===== src/rtl/muldiv_sequencer_if.sv =====
// rtl/muldiv_sequencer_if.sv - CPU-side request/result bundle for the HI/LO multiply-divide sequencer
interface muldiv_sequencer_if;
  logic        start;
  logic [2:0]  op;
  logic [31:0] rs;
  logic [31:0] rt;
  logic        read_req;
  logic        busy;
  logic        stall;
  logic        done;
  logic [31:0] hi;
  logic [31:0] lo;

  // CPU pipeline side: issues operations and reads HI/LO
  modport master (
    output start, op, rs, rt, read_req,
    input  busy, stall, done, hi, lo
  );

  // Sequencer side
  modport slave (
    input  start, op, rs, rt, read_req,
    output busy, stall, done, hi, lo
  );
endinterface


===== src/rtl/muldiv_sequencer.sv =====
// rtl/muldiv_sequencer.sv - 32-cycle radix-2 MULT/MULTU/DIV/DIVU sequencer with HI/LO registers
module muldiv_sequencer (
  input  logic                  clk,
  input  logic                  reset,
  input  logic                  clk_enable,
  muldiv_sequencer_if.slave     bus
);

  typedef enum logic [1:0] {
    S_IDLE = 2'd0,
    S_ITER = 2'd1,
    S_FIX  = 2'd2
  } state_t;

  localparam logic [2:0] OP_MTHI = 3'b100;
  localparam logic [2:0] OP_MTLO = 3'b101;

  state_t      state_q;
  state_t      state_d;
  logic [4:0]  cnt_q;
  // Multiply: {partial product, remaining multiplier bits}.
  // Divide:   {partial remainder, dividend bits shifting into quotient}.
  logic [63:0] acc_q;
  // Multiplicand magnitude (multiply) or divisor magnitude (divide).
  logic [31:0] opb_q;
  logic        is_div_q;
  logic        neg_a_q;
  logic        neg_b_q;
  logic        div0_q;
  logic [31:0] hi_q;
  logic [31:0] lo_q;
  logic        done_q;

  // Request decode and operand magnitudes at accept time
  logic        accept;
  logic        op_is_md;
  logic        op_signed;
  logic        a_neg;
  logic        b_neg;
  logic [31:0] mag_a;
  logic [31:0] mag_b;

  assign accept    = (state_q == S_IDLE) && bus.start;
  assign op_is_md  = ~bus.op[2];
  assign op_signed = ~bus.op[0];
  assign a_neg     = op_signed & bus.rs[31];
  assign b_neg     = op_signed & bus.rt[31];
  assign mag_a     = a_neg ? (~bus.rs + 32'd1) : bus.rs;
  assign mag_b     = b_neg ? (~bus.rt + 32'd1) : bus.rt;

  // One radix-2 step of each algorithm; the active one is selected by is_div_q
  logic [32:0] mul_sum;
  logic [63:0] mul_next;
  logic [32:0] rem_sh;
  logic [32:0] trial;
  logic [63:0] div_next;

  always_comb begin
    mul_sum  = {1'b0, acc_q[63:32]} + (acc_q[0] ? {1'b0, opb_q} : 33'd0);
    mul_next = {mul_sum, acc_q[31:1]};
    rem_sh   = acc_q[63:31];
    trial    = rem_sh - {1'b0, opb_q};
    // Remainder stays below the divisor, so a 33-bit trial never overflows;
    // a set MSB means the subtraction borrowed and the old remainder is kept.
    if (trial[32]) begin
      div_next = {rem_sh[31:0], acc_q[30:0], 1'b0};
    end else begin
      div_next = {trial[31:0], acc_q[30:0], 1'b1};
    end
  end

  // Sign correction applied in FIX
  logic [63:0] prod_fix;
  logic [31:0] quo_fix;
  logic [31:0] rem_fix;
  logic [31:0] fix_hi;
  logic [31:0] fix_lo;

  always_comb begin
    prod_fix = (neg_a_q ^ neg_b_q) ? (~acc_q + 64'd1) : acc_q;
    // Divide-by-zero leaves an all-ones quotient untouched. Its remainder is
    // |rs|, and restoring the dividend sign on it gives back rs exactly.
    quo_fix  = ((neg_a_q ^ neg_b_q) && !div0_q) ? (~acc_q[31:0] + 32'd1) : acc_q[31:0];
    rem_fix  = neg_a_q ? (~acc_q[63:32] + 32'd1) : acc_q[63:32];
    if (is_div_q) begin
      fix_hi = rem_fix;
      fix_lo = quo_fix;
    end else begin
      fix_hi = prod_fix[63:32];
      fix_lo = prod_fix[31:0];
    end
  end

  // FSM state register; clk_enable low freezes the sequence
  always_ff @(posedge clk) begin
    if (reset) begin
      state_q <= S_IDLE;
    end else if (clk_enable) begin
      state_q <= state_d;
    end
  end

  // Next state: accept MULT/DIV in IDLE, 32 steps in ITER, one commit cycle in FIX
  always_comb begin
    state_d = state_q;
    case (state_q)
      S_IDLE: if (accept && op_is_md) state_d = S_ITER;
      S_ITER: if (cnt_q == 5'd0)      state_d = S_FIX;
      S_FIX:                          state_d = S_IDLE;
      default:                        state_d = S_IDLE;
    endcase
  end

  // Datapath: operand latch, iteration, HI/LO writes and done pulse
  always_ff @(posedge clk) begin
    if (reset) begin
      cnt_q    <= 5'd0;
      acc_q    <= 64'd0;
      opb_q    <= 32'd0;
      is_div_q <= 1'b0;
      neg_a_q  <= 1'b0;
      neg_b_q  <= 1'b0;
      div0_q   <= 1'b0;
      hi_q     <= 32'd0;
      lo_q     <= 32'd0;
      done_q   <= 1'b0;
    end else if (clk_enable) begin
      done_q <= 1'b0;
      case (state_q)
        S_IDLE: begin
          if (accept) begin
            if (op_is_md) begin
              cnt_q    <= 5'd31;
              is_div_q <= bus.op[1];
              neg_a_q  <= a_neg;
              neg_b_q  <= b_neg;
              div0_q   <= (bus.rt == 32'd0);
              if (bus.op[1]) begin
                acc_q <= {32'd0, mag_a};
                opb_q <= mag_b;
              end else begin
                acc_q <= {32'd0, mag_b};
                opb_q <= mag_a;
              end
            end else if (bus.op == OP_MTHI) begin
              hi_q <= bus.rs;
            end else if (bus.op == OP_MTLO) begin
              lo_q <= bus.rs;
            end
          end
        end
        S_ITER: begin
          acc_q <= is_div_q ? div_next : mul_next;
          if (cnt_q != 5'd0) begin
            cnt_q <= cnt_q - 5'd1;
          end
        end
        S_FIX: begin
          hi_q   <= fix_hi;
          lo_q   <= fix_lo;
          done_q <= 1'b1;
        end
        default: ;
      endcase
    end
  end

  assign bus.busy  = (state_q != S_IDLE);
  assign bus.stall = bus.busy & (bus.read_req | bus.start);
  assign bus.done  = done_q;
  assign bus.hi    = hi_q;
  assign bus.lo    = lo_q;

endmodule


===== src/flat_wrapper.sv =====
// flat-port wrapper written by rule: the top's interface ports become plain ports
module muldiv_sequencer_flat 
  (clk, reset, clk_enable, bus_start, bus_op, bus_rs, bus_rt, bus_read_req, bus_busy, bus_stall, bus_done, bus_hi, bus_lo);
  muldiv_sequencer_if bus_i ();
  input  logic clk;
  input  logic reset;
  input  logic clk_enable;
  input wire logic [$bits(bus_i.start)-1:0] bus_start;
  input wire logic [$bits(bus_i.op)-1:0] bus_op;
  input wire logic [$bits(bus_i.rs)-1:0] bus_rs;
  input wire logic [$bits(bus_i.rt)-1:0] bus_rt;
  input wire logic [$bits(bus_i.read_req)-1:0] bus_read_req;
  output wire logic [$bits(bus_i.busy)-1:0] bus_busy;
  output wire logic [$bits(bus_i.stall)-1:0] bus_stall;
  output wire logic [$bits(bus_i.done)-1:0] bus_done;
  output wire logic [$bits(bus_i.hi)-1:0] bus_hi;
  output wire logic [$bits(bus_i.lo)-1:0] bus_lo;
  assign bus_i.start = bus_start;
  assign bus_i.op = bus_op;
  assign bus_i.rs = bus_rs;
  assign bus_i.rt = bus_rt;
  assign bus_i.read_req = bus_read_req;
  assign bus_busy = bus_i.busy;
  assign bus_stall = bus_i.stall;
  assign bus_done = bus_i.done;
  assign bus_hi = bus_i.hi;
  assign bus_lo = bus_i.lo;
  muldiv_sequencer u_core (.clk(clk), .reset(reset), .clk_enable(clk_enable), .bus(bus_i));
endmodule

===== config.mk =====
export PLATFORM = sky130hd
export DESIGN_NAME = muldiv_sequencer_flat
export DESIGN_NICKNAME = d
export VERILOG_FILES = /design/src/rtl/muldiv_sequencer_if.sv /design/src/rtl/muldiv_sequencer.sv /design/src/flat_wrapper.sv
export SDC_FILE = /design/constraint.sdc
export NUM_CORES = 1
export LEC_CHECK = 0
export BUFFER_PORTS_ARGS = -buffer_cell sky130_fd_sc_hd__buf_4
export CAP_MARGIN = 20
export CORE_MARGIN = 2
export CORE_UTILIZATION = 35
export CTS_BUF_LIST = sky130_fd_sc_hd__clkbuf_4 sky130_fd_sc_hd__clkbuf_8
export CTS_CLUSTER_DIAMETER = 50
export DETAILED_ROUTE_END_ITERATION = 10
export HOLD_SLACK_MARGIN = 0.06
export PLACE_DENSITY = 0.58
export SLEW_MARGIN = 20
export SYNTH_ARGS = -nofsm -noshare
export SYNTH_HDL_FRONTEND = slang
export SYNTH_SLANG_ARGS = --single-unit

===== constraint.sdc =====
create_clock -name clk -period 4.5 [get_ports clk]
set_clock_uncertainty 0.2 [all_clocks]
set_input_delay 0.45 -clock clk [delete_from_list [all_inputs] [get_ports clk]]
set_output_delay 0.45 -clock clk [all_outputs]
set_load 0.01 [all_outputs]

Word level (Yosys, flattened, before mapping)
Cells that the tools add are included.
{"block": "word_totals", "register_bits": 172, "latchBits": 0, "mem_bits_rw": 0, "mem_bits_ro": 0, "in_bits": 72, "output_inout_bits": 67, "wordCells": 93, "mem_count": 0}
{"block": "classes", "n_addsub": 8, "mul": 0, "div_mod_pow": 0, "n_lt_le_gt_ge": 0, "eq_ne": 13, "shifts": 0, "mux": 32, "bitwise": 12, "reduce_logical": 17}
{"operator": "$mux W32", "count": 16}
{"operator": "$mux W64", "count": 5}
{"operator": "$add A32 B1 Y32 const B", "count": 4}
{"operator": "$not A32 Y32", "count": 4}
{"operator": "$pmux W32 S2", "count": 2}
{"operator": "$pmux W64 S2", "count": 1}
{"operator": "$add A64 B1 Y64 const B", "count": 1}
{"operator": "$not A64 Y64", "count": 1}
{"operator": "$add A32 B33 Y33", "count": 1}
{"operator": "$sub A33 B32 Y33", "count": 1}
{"operator": "$logic_not A32 Y1", "count": 1}
{"operator": "$mux W5", "count": 3}
{"operator": "$ne A2 B2 Y1 const B", "count": 6}
{"operator": "$pmux W5 S2", "count": 1}
{"operator": "$reduce_and A5 Y1", "count": 2}
{"operator": "$reduce_and A4 Y1", "count": 2}
{"operator": "$eq A3 B3 Y1 const B", "count": 2}
{"operator": "$ne A2 B1 Y1 const B", "count": 3}
{"operator": "$reduce_and A6 Y1", "count": 1}
{"operator": "$reduce_bool A2 Y1", "count": 3}
{"operator": "$logic_not A5 Y1", "count": 1}
{"operator": "$reduce_bool A5 Y1", "count": 1}
{"operator": "$sub A5 B1 Y5 const B", "count": 1}
{"operator": "$mux W2", "count": 2}
{"operator": "12 further kinds", "count": 17}

Longest topological paths before layout
Gate-level depths: netlist (run 1).
{"block": "depth", "depth_word": 7, "depth_mapped": 14, "ltp_nobuf": 13}

Worst setup path after synthesis (run 1)
No wires, ideal clock.
{"block": "synth_path", "kind": "flip-flop to flip-flop", "start": "register u_core.acc_q[31]", "end": "register u_core.acc_q[54]", "setup_time_ns": 0.137, "arrival_time_ns": 3.271, "required_ns": 4.163, "path_slack_ns": 0.892, "path_stages_with_launch": 14, "n_path_buf": 1, "period_less_slack_ns": 3.608, "path_cell_list": "dfxtp_1 inv_1 ha_1 fa_1 nand2b_1 a21oi_1 o41a_1 a31oi_1 o31ai_1 o21ai_0 a21oi_2 buf_4 mux2i_1 o221ai_1"}
{"block": "synth_between", "elab_chain_len": 4}
{"item": "start: declaration", "line": "muldiv_sequencer.sv:23", "rtl": "logic [63:0] acc_q;"}
{"item": "start signal: assignment", "line": "muldiv_sequencer.sv:139", "rtl": "acc_q <= {32'd0, mag_a};"}
{"item": "start signal: assignment", "line": "muldiv_sequencer.sv:142", "rtl": "acc_q <= {32'd0, mag_b};"}
{"item": "start signal: assignment", "line": "muldiv_sequencer.sv:153", "rtl": "acc_q <= is_div_q ? div_next : mul_next;"}
{"item": "$sub A33 B32 Y33", "line": "muldiv_sequencer.sv:62", "rtl": "trial = rem_sh - {1'b0, opb_q};"}
{"item": "$mux W64", "line": "muldiv_sequencer.sv:65", "rtl": "if (trial[32]) begin"}
{"item": "$mux W64", "line": "muldiv_sequencer.sv:153"}
{"item": "$pmux W64 S2", "line": "muldiv_sequencer.sv:129", "rtl": "case (state_q)"}
No other way between the ends.
A chain may end at the register's enable or synchronous reset.

Final worst setup path (run 1)
{"block": "layout_path", "start": "register u_core.acc_q[41]", "end": "register u_core.acc_q[32]"}
Same word-level chain as after synthesis.

==> flow_summary.yaml, run 1 <==
worst_setup_path:
  r2r_slack_ps: 510
  startpoint_type: "register"
  cp_slowest_stage_delay_ps: 530
  critPathTopFamily: "compound AO/OA/AOI/OAI gates"
  cp.arrival_ps: 4180
  r2r_end: "u_core.acc_q[32]"
  critPathRequiredTime_ps: 4690
  path_class: "register to register"
  r2r-start: "u_core.acc_q[41]"
  crit_buf_inv: 2
  crit_fanout: 35
  reg2reg_depth: 12
  crit_slowest_cell: "dfxtp_1"
  path_cells: "ha_1 > and3_1 > a221o_1 > or3_1 > a31oi_1 > o31ai_1 > buf_4 > a41o_1 > a21oi_4 > buf_12 > mux2_2 > o221ai_1"
  worstSetupEndpointType: "register"
logic_synthesis:
  ys_seq_area_frac: 0.238
  synthMuxAreaShare: 0.0524
  synthCells: 1993
  synth_top_family_by_area: "compound AO/OA/AOI/OAI gates"
  synthXorXnorAreaFrac: 0.102
  yosys_register_bits: 172
  synth_compound_area_frac: 0.278
  syn-cell-area_um2: 14500
  syn_avg_cell_area_um2: 7.27
  synthSimpleGateAreaFrac: 0.215
  synthDistinctLibCells: 78
  synth-edff-count: 0
  synthAdderAreaFrac: 0.0632
  synthFlopType: "dfxtp_1"
  synth_async_sr_flop_share: 0
  synth_fp_nets: 2137
  yosysWarnings: 0
clock_tree:
  clkTransAtPathRegs_ps: 120
  cts.path.max_buffers: 2
  cts_tree: "yes"
  htreeDepth: 4
  cts_sinks: 172
  insertion_delay_ps: 500
  cts_setup_buffers: 0
  root_buffer: "clkbuf_8"
  cts_buffers: 17
timing:
  setup-violations-final: 0
  slew_violations: 0
  rsz0062_at_grt: "false"
  slew_headroom: 0.311
  worst_slack_ps: 510
  fin_crit_sh: 0.887
  hold_viol: 0
  tns_ps: 0
  tightest_slew_ps: 1030
  fin_crit_ps: 3990
  fmax_mhz: 251
global_route:
  overflow: 0
  antenna_found_initial: 0
  first_global_vias: 14063
  grt_pass1_wl_mm: 85.8
  groute.usage.overall: 0.256
  grt_max_degree: 87
outcome:
  outcome: "complete, no violations"
placed_design:
  post-place-ws_ps: 599
  hpwl_mm: 44.6
  gp_congestion: 0.919
  placedCellCount: 2588
  port_buffers: 138
hold_path:
  min_path_cells: 3
  hp-class: "input port to register"
  min_to: "u_core.state_q[1]"
  min_from: "clk_enable"
floorplan:
  die-area_um2: 43000
  die_x_um: 207
  fp.dieH_um: 207
  core_um2: 40800
  rows: 74
  start_util: 0.355
  ioPinCount: 139
layout:
  final_core_util: 0.406
  antenna_cells: 0
  layout.nets: 2221
  drive_above_1_share: 0.122
  areaGrowthSynthToFinish_pct: 14.4
  fin_cells: 2622
routing:
  viasPerCell: 5.84
  vias: 15313
  first_iter_violations: 1327
  drc: 0
  ant_nets: 0
  finalWirelength_mm: 56.8
  first_pass_iters: 6
  routedWlPerCell_um: 21.7
power:
  p_int_mw: 2.51
  leakage_nw: 6.61
  power_density_nw_per_um2: 239
  switchingPower_mw: 1.46
  pwr-share-seq: 0.409
  switching_share: 0.368
  combinationalPowerShare: 0.286
  pwr-share-clk: 0.305
  fin_total_pwr_mw: 3.96
  ir_drop_mv: 0.191
job:
  timing.max_cap.violations: 0
[tightest hold or removal path, stage by stage]
cell and delay [ps]:
buf_4 160, mux2i_1 90, nor2_1 70
[layout make-up]
type                    count  area [µm²]
multi-input cells        1625       10300
inverters                  66         248
clock inverters            12         136
clock buffers              20         275
fillers                  4265       24300
flip-flops and latches    172        3440
well taps                 532         666
repair buffers            195        1480
[registers in the layout (all words and copies together), names as in the netlist]
register and count:
u_core.acc_q 64, u_core.bus.hi 32, u_core.bus.lo 32, u_core.opb_q 32, u_core.cnt_q 5, u_core.state_q 2, u_core.bus.done 1, u_core.div0_q 1
u_core.is_div_q 1, u_core.neg_a_q 1, u_core.neg_b_q 1
[placed cells by master, fill, tap and decap left out, drive strengths merged, types with 8 or more instances in the layout]
cell      n
inv      76
o221ai    8
nand2   180
o31ai    34
or3      22
nand3    29
nand2b   17
xor2     69
nand4    12
a21o     33
and2     14
buf     193
a31oi    19
a21oi   194
o211ai   26
nor2b    13
clkbuf   20
a211oi   74
a22oi    20
mux2i    69
nor2    280
a311oi    8
o41ai    13
o21bai   10
nor4     12
xnor2    99
ha       70
and3     11
or4      16
dfxtp   172
nor3     57
o21ai   121
o21a     12
[power groups by stage]
stage                     combinational [mW]  sequential (mW)  clock, mW
final                                   1.13             1.62       1.21
after global placement                  1.10             1.65          0
after detailed placement                1.11             1.65          0
after floorplan                        0.728             1.63          0
after global routing                    1.22             1.62       1.28
after CTS                               1.12             1.62       1.22
[layer usage]
metal | GRT usage | up-vias | wire length, µm
met5 | 0 | - | 0
met3 | 0.0336 | 99 | 3620
li1 | - | 7360 | -
met1 | 0.343 | 7248 | 24900
met4 | 0.113 | 0 | 2750
met2 | 0.410 | 606 | 25500
[Yosys cell counts (17+ instances only)]
master      n  share of area
o211ai_1   26          0.013
a21o_1     33          0.017
ha_1       70          0.060
nand3_1    29          0.010
clkbuf_1  116          0.030
inv_1      66          0.017
nand2b_1   17         0.0073
nor3_1     57          0.020
o31ai_1    34          0.018
nor2_1    280          0.073
a211oi_1   74          0.038
o21ai_0   113          0.039
xor2_1     69          0.042
nand2_1   180          0.047
a22oi_1    20          0.010
or3_1      22         0.0095
dfxtp_1   172           0.24
a21oi_1   191          0.066
mux2i_1    69          0.048
xnor2_1    99          0.060
a31oi_1    19         0.0082
[worst max path at each step]
stage | startpoint | to | slack [ps] | cells after the start
after CTS | u_core.acc_q[41] | u_core.acc_q[32] | 560 | 12
after detailed placement | u_core.acc_q[31] | u_core.acc_q[32] | 600 | 14
after global routing | u_core.acc_q[0] | u_core.acc_q[58] | 360 | 13
after global placement | u_core.acc_q[31] | u_core.acc_q[32] | 670 | 14
final | u_core.acc_q[41] | u_core.acc_q[32] | 510 | 12
after floorplan | u_core.acc_q[31] | u_core.acc_q[54] | 890 | 13
[metrics by stage]
step	area, µm²	hold slack (ps)
2_1_floorplan	14500	232
3_3_place_gp	16100	241
3_5_place_dp	16100	246
4_1_cts	16600	87.6
5_1_grt	16600	112
6_report	16600	94.3
[repair_timing]
item                                    CTS  global route
hold buffers                              2             0
endpoints found under the setup margin    0             0
endpoints found under the hold margin     2             0
resized for setup                         0             0
[cell families after synthesis]
kind of cell    count (synthesis)
simple gates                  683
flops                         172
buf+inv                       196
compound gates                627
mux                            75
xor+xnor                      168
fa+ha+maj                      72
Power figures use the tool's default switching activity.
==> run 2, diff against run 1 <==
--- a/config.mk
+++ b/config.mk
@@ -5,15 +5,15 @@
 export SDC_FILE = /design/constraint.sdc
 export NUM_CORES = 1
 export LEC_CHECK = 0
+export ABC_AREA = 1
 export BUFFER_PORTS_ARGS = -buffer_cell sky130_fd_sc_hd__buf_4
-export CAP_MARGIN = 20
 export CORE_MARGIN = 2
 export CORE_UTILIZATION = 35
 export CTS_BUF_LIST = sky130_fd_sc_hd__clkbuf_4 sky130_fd_sc_hd__clkbuf_8
 export CTS_CLUSTER_DIAMETER = 50
 export DETAILED_ROUTE_END_ITERATION = 10
 export HOLD_SLACK_MARGIN = 0.06
-export PLACE_DENSITY = 0.58
+export PLACE_DENSITY = 0.57
 export SLEW_MARGIN = 20
 export SYNTH_ARGS = -nofsm -noshare
 export SYNTH_HDL_FRONTEND = slang
==> flow_summary.yaml, run 2 <==
global_route:
  grt_max_degree: 107
  grt_pass1_wl_mm: 125
  overflow: 0
  antenna_found_initial: 4
  first_global_vias: 20087
  groute.usage.overall: 0.296
timing:
  fmax_mhz: 300
  tns_ps: 0
  fin_crit_sh: 0.740
  hold_viol: 0
  fin_crit_ps: 3330
  rsz0062_at_grt: "false"
  slew_violations: 0
  setup-violations-final: 0
  tightest_slew_ps: 1090
  slew_headroom: 0.270
logic_synthesis:
  syn-cell-area_um2: 18700
  synth_top_area_share: 0.189
  synthDistinctLibCells: 50
  synthTopCellsByArea: "nand2_1 (19%), dfxtp_1 (18%), inv_1 (11%), nand3_1 (8.5%), nor2_1 (6.8%)"
  synthFlopType: "dfxtp_1"
  synth-edff-count: 0
  yosysMostFrequentCell: "nand2_1"
  synth_fp_nets: 3510
  yosysWarnings: 0
  synthCells: 3366
  syn_avg_cell_area_um2: 5.55
  ys_seq_area_frac: 0.184
  ys_top_cells_by_count: "nand2_1 (939), inv_1 (532), nor2_1 (338)"
  yosysTopAreaCell: "nand2_1"
  synth_async_sr_flop_share: 0
  yosys_register_bits: 172
worst_setup_path:
  worstSetupEndpointType: "register"
  startpoint_type: "register"
  r2r_slack_ps: 1170
  reg2reg_depth: 10
  critPathLaunch: "u_core.state_q[0]"
  path_class: "register to register"
  crit_fanout: 26
  cp.arrival_ps: 3650
  critPathRequiredTime_ps: 4810
  r2r_end: "u_core.opb_q[30]"
  worstSetupEndpoint: "u_core.opb_q[30]"
  r2r-start: "u_core.state_q[0]"
power:
  fin_total_pwr_mw: 4.94
  ir_drop_mv: 0.205
  leakage_nw: 10.7
  power_density_nw_per_um2: 239
clock_tree:
  root_buffer: "clkbuf_8"
  cts_tree: "yes"
  cts_resized: 0
  cts_buffers: 17
  insertion_delay_ps: 580
  htreeDepth: 4
  cts_sinks: 172
  cts.path.max_buffers: 2
  clkTransAtPathRegs_ps: 100
floorplan:
  fp.dieH_um: 235
  die-area_um2: 55200
  ioPinCount: 139
  die_x_um: 235
  core_um2: 52700
  start_util: 0.355
  rows: 84
layout:
  fin_cells: 4145
  regArea_um2: 3440
  multiInputGateArea_um2: 12600
  final_cell_mix: "nand2_1 (939), inv_1 (529), nor2_1 (335)"
  n_fill_cell: 6027
  largest_reg_flops: 64
  final_common_cell: "nand2_1"
  drive_above_1_share: 0.109
  layout.nets: 3587
  top_register: "u_core.acc_q"
  areaGrowthSynthToFinish_pct: 10.9
  final_core_util: 0.393
placed_design:
  placedCellCount: 4107
  gp_congestion: 1.02
  hpwl_mm: 67.9
  port_buffers: 138
hold_path:
  hp-class: "input port to register"
  min_path_cells: 6
job:
  timing.max_cap.violations: 0
routing:
  first_pass_iters: 8
  vias: 22376
  viasPerCell: 5.40
  ant_nets: 0
  first_iter_violations: 2513
  finalWirelength_mm: 84.4
  drc: 0
  routedWlPerCell_um: 20.4
outcome:
  outcome: "complete, no violations"
-- run 2: changes by cell type in the layout (fill, tap and decap cells not counted), sizes merged, moves of 30 or more --
cell,change
nand4,+38
a211oi,-71
inv,+479
nand2,+807
mux2i,-69
o21ai,+117
o31ai,-30
nand3,+313
nor2,+82
xnor2,-80
-- run 2: logic make-up after synthesis --
logic type,share of synthesized area
xor+xnor,0.0282
flops,0.184
fa+ha+maj,0.0491
compound gates,0.171
simple gates,0.427
buf+inv,0.141
-- run 2: layout make-up --
cell class	count	share of cell area
Clock inverter	13	0.00634
Inverter	551	0.0999
Clock buffer	19	0.0120
Antenna cell	1	0.000121
Tap cell	688	0.0416
Timing Repair Buffer	175	0.0647
Sequential cell	172	0.166
Multi-Input combinational cell	2526	0.609
-- run 2: how the worst min path moves through the flow --
| stage | from | endpoint | slack, ps |
|---|---|---|---|
| final | bus_rs[12] | u_core.opb_q[12] | 130 |
| after floorplan | u_core.div0_q | u_core.div0_q | 240 |
| after detailed placement | u_core.cnt_q[0] | u_core.cnt_q[0] | 290 |
| after global placement | u_core.cnt_q[0] | u_core.cnt_q[0] | 280 |
| after CTS | bus_rs[12] | u_core.opb_q[12] | 100 |
| after global routing | bus_rs[12] | u_core.opb_q[12] | 150 |
-- run 2: where the power goes --
| group | leakage [nW] | switching [mW] | internal [mW] | total, mW |
|---|---|---|---|---|
| registers | 1.40 | 0.0869 | 1.60 | 1.69 |
| logic | 9.11 | 1.48 | 0.612 | 2.09 |
| clock network | 0.184 | 0.703 | 0.461 | 1.16 |
-- run 2: per-layer routing --
metal	vias to the layer above	routed length, µm	GRT usage
met5	-	41	0
met4	6	3450	0.127
met3	130	6900	0.0431
met2	996	35900	0.446
met1	10329	38100	0.417
li1	10915	-	-
-- run 2: metrics by stage --
stage                     hold WS [ps]  instance area (µm²)  setup WS (ps)
final                              134                20700           1170
after global routing               155                20700            956
after CTS                         96.0                20700           1200
after detailed placement           292                20300           1180
after global placement             276                20300           1140
after floorplan                    241                18700           1740
-- run 2: critical path, cell delays in order (launching register included) --
cell and delay [ps]:
dfxtp_1 420, nor2_4 220, nand3_2 130, nor2_4 90, buf_4 350, inv_2 340, nor2_4 560, inv_2 230
a21oi_1 460, o21ai_0 170, inv_1 90
-- run 2: timing repair --
| item | CTS | global route |
|---|---|---|
| hold buffers | 5 | 0 |
| endpoints found under the hold margin | 10 | 0 |
| setup buffers | 0 | 0 |
==> run 3, diff against run 2 <==
--- a/config.mk
+++ b/config.mk
@@ -13,7 +13,7 @@
 export CTS_CLUSTER_DIAMETER = 50
 export DETAILED_ROUTE_END_ITERATION = 10
 export HOLD_SLACK_MARGIN = 0.06
-export PLACE_DENSITY = 0.57
+export PLACE_DENSITY = 0.59
 export SLEW_MARGIN = 20
 export SYNTH_ARGS = -nofsm -noshare
 export SYNTH_HDL_FRONTEND = slang
==> constraint.sdc (replaced) <==
create_clock -name clk -period 2.88 [get_ports clk]
set_clock_uncertainty 0.2 [all_clocks]
set_input_delay 0.288 -clock clk [delete_from_list [all_inputs] [get_ports clk]]
set_output_delay 0.288 -clock clk [all_outputs]
set_load 0.01 [all_outputs]
==> flow_summary.yaml, run 3 (same netlist as run 2, synthesis figures left out) <==
outcome:
  outcome: "complete, no violations"
layout:
  final_common_cell: "nand2_1"
  layout.nets: 3763
  areaGrowthSynthToFinish_pct: 19.8
  n_fill_cell: 5857
  final_cell_mix: "nand2_1 (936), inv_1 (528), nor2_1 (333)"
  final_core_util: 0.425
  largest_reg_flops: 64
  fin_cells: 4321
  drive_above_1_share: 0.147
  top_register: "u_core.acc_q"
worst_setup_path:
  crit_buf_inv: 3
  cp.arrival_ps: 3000
  critPathTopFamily: "buffers and inverters"
  crit_fanout: 3
  worstSetupEndpointType: "register"
  crit_slowest_cell: "dlygate4sd3_1"
  cp_slowest_stage_delay_ps: 580
  path_cells: "dlygate4sd3_1 > buf_4 > nor2_1 > nand2_1 > dlygate4sd3_1 > nor2_1 > nand3_1 > xor2_1 > nand2_1 > o21ai_0 > o211ai_1 > a21oi_1"
  path_class: "input port to register"
  critPathRequiredTime_ps: 3130
  startpoint_type: "input port"
timing:
  hold_slack_ps: 106
  rsz0062_at_grt: "true"
  fmax_mhz: 364
  slew_headroom: 0.455
  fin_crit_ps: 2750
  slew_violations: 0
  fin_crit_sh: 0.955
  tightest_slew_ps: 818
  hold_viol: 0
  setup-violations-final: 0
clock_tree:
  cts_sinks: 172
  insertion_delay_ps: 570
  clkTransAtPathRegs_ps: 100
  cts_buffers: 17
  cts.path.max_buffers: 2
  cts_tree: "yes"
  htreeDepth: 4
  root_buffer: "clkbuf_8"
floorplan:
  core_um2: 52700
  die_x_um: 235
  rows: 84
  start_util: 0.355
  fp.dieH_um: 235
  ioPinCount: 139
  die-area_um2: 55200
global_route:
  first_global_vias: 20533
  groute.usage.overall: 0.295
  grt_pass1_wl_mm: 125
  antenna_found_initial: 1
  grt_max_degree: 108
  overflow: 0
power:
  combinationalPowerShare: 0.439
  ir_drop_mv: 0.301
  switchingPower_mw: 3.63
  leakage_nw: 11.6
  pwr-share-clk: 0.236
  fin_total_pwr_mw: 8.10
  switching_share: 0.448
  p_int_mw: 4.47
  pwr-share-seq: 0.325
  power_density_nw_per_um2: 362
placed_design:
  port_buffers: 138
  placedCellCount: 4230
  gp_congestion: 1.00
  hpwl_mm: 68.7
job:
  timing.max_cap.violations: 0
routing:
  drc: 0
  vias: 22992
  first_pass_iters: 6
  viasPerCell: 5.32
  finalWirelength_mm: 84.0
  first_iter_violations: 2784
  routedWlPerCell_um: 19.4
  ant_nets: 0
hold_path:
  hp-class: "input port to register"
## run 3: cell types whose count changed in the layout (fill, tap and decap cells not counted), sizes merged
| cell | before | now |
|---|---|---|
| clkinvlp | 4 | 0 |
| clkinv | 4 | 9 |
| nand2 | 987 | 988 |
| dlygate4sd3 | 5 | 54 |
| buf | 170 | 296 |
| clkbuf | 19 | 18 |
## run 3: timing repair
item	CTS	global route
resized for setup	0	34
endpoints found under the hold margin	53	0
setup endpoints to repair	0	40
hold buffers	54	0
buffers inserted	0	3
## run 3: per-layer routing
| metal | vias to the layer above | global-route usage | part of all wire |
|---|---|---|---|
| met2 | 1057 | 0.440 | 0.42 |
| met5 | - | 0 | 0 |
| met1 | 10508 | 0.419 | 0.45 |
| met3 | 141 | 0.0410 | 0.085 |
| li1 | 11286 | - | - |
| met4 | 0 | 0.130 | 0.043 |
## run 3: cell type report
cell class	count	area [µm²]	area share
inverter	551	2070	0.0925
clock inverter	14	176	0.00789
multi-input combinational	2527	12700	0.568
timing repair buffer	350	2850	0.128
tap	688	861	0.0385
clock buffer	18	248	0.0111
antenna	1	2.50	0.000112
sequential	172	3460	0.155
## run 3: path summary, 6_finish.rpt
check | from | cells after the start | slack (ps) | endpoint
max | bus_rt[23] | 12 | 130 | u_core.acc_q[24]
min | bus_rt[12] | 6 | 110 | u_core.opb_q[12]
min reg2reg | u_core.cnt_q[0] | 1 | 300 | u_core.cnt_q[0]
max reg2reg | u_core.state_q[0] | 12 | 140 | u_core.opb_q[13]
## run 3: power by group through the flow
| stage | sequential [mW] | clock [mW] | combinational, mW |
|---|---|---|---|
| 4_1_cts | 2.62 | 1.94 | 3.44 |
| 2_1_floorplan | 2.66 | 0 | 2.19 |
| 3_3_place_gp | 2.68 | 0 | 3.38 |
| 5_1_grt | 2.64 | 2.02 | 3.88 |
| 6_report | 2.63 | 1.91 | 3.56 |
| 3_5_place_dp | 2.68 | 0 | 3.38 |
## run 3: metrics by stage
step	setup TNS (ps)	instance area, µm²	worst slack, ps
finish	0	22400	131
global route	-85.1	22400	-15.8
CTS	0	22200	29.7
detailed placement	0	21300	124
global placement	0	21300	120
floorplan	0	18700	125
## run 3: worst reg2reg max path: stages, from the launching register on
cell	delay [ps]
dfxtp_1	430
nor2_4	210
nand3_2	110
nor2_4	200
inv_2	70
buf_4	240
nor2_4	150
buf_4	210
nand2_1	70
o21ai_0	60
o21ai_0	80
inv_1	90
dlygate4sd3_1	550
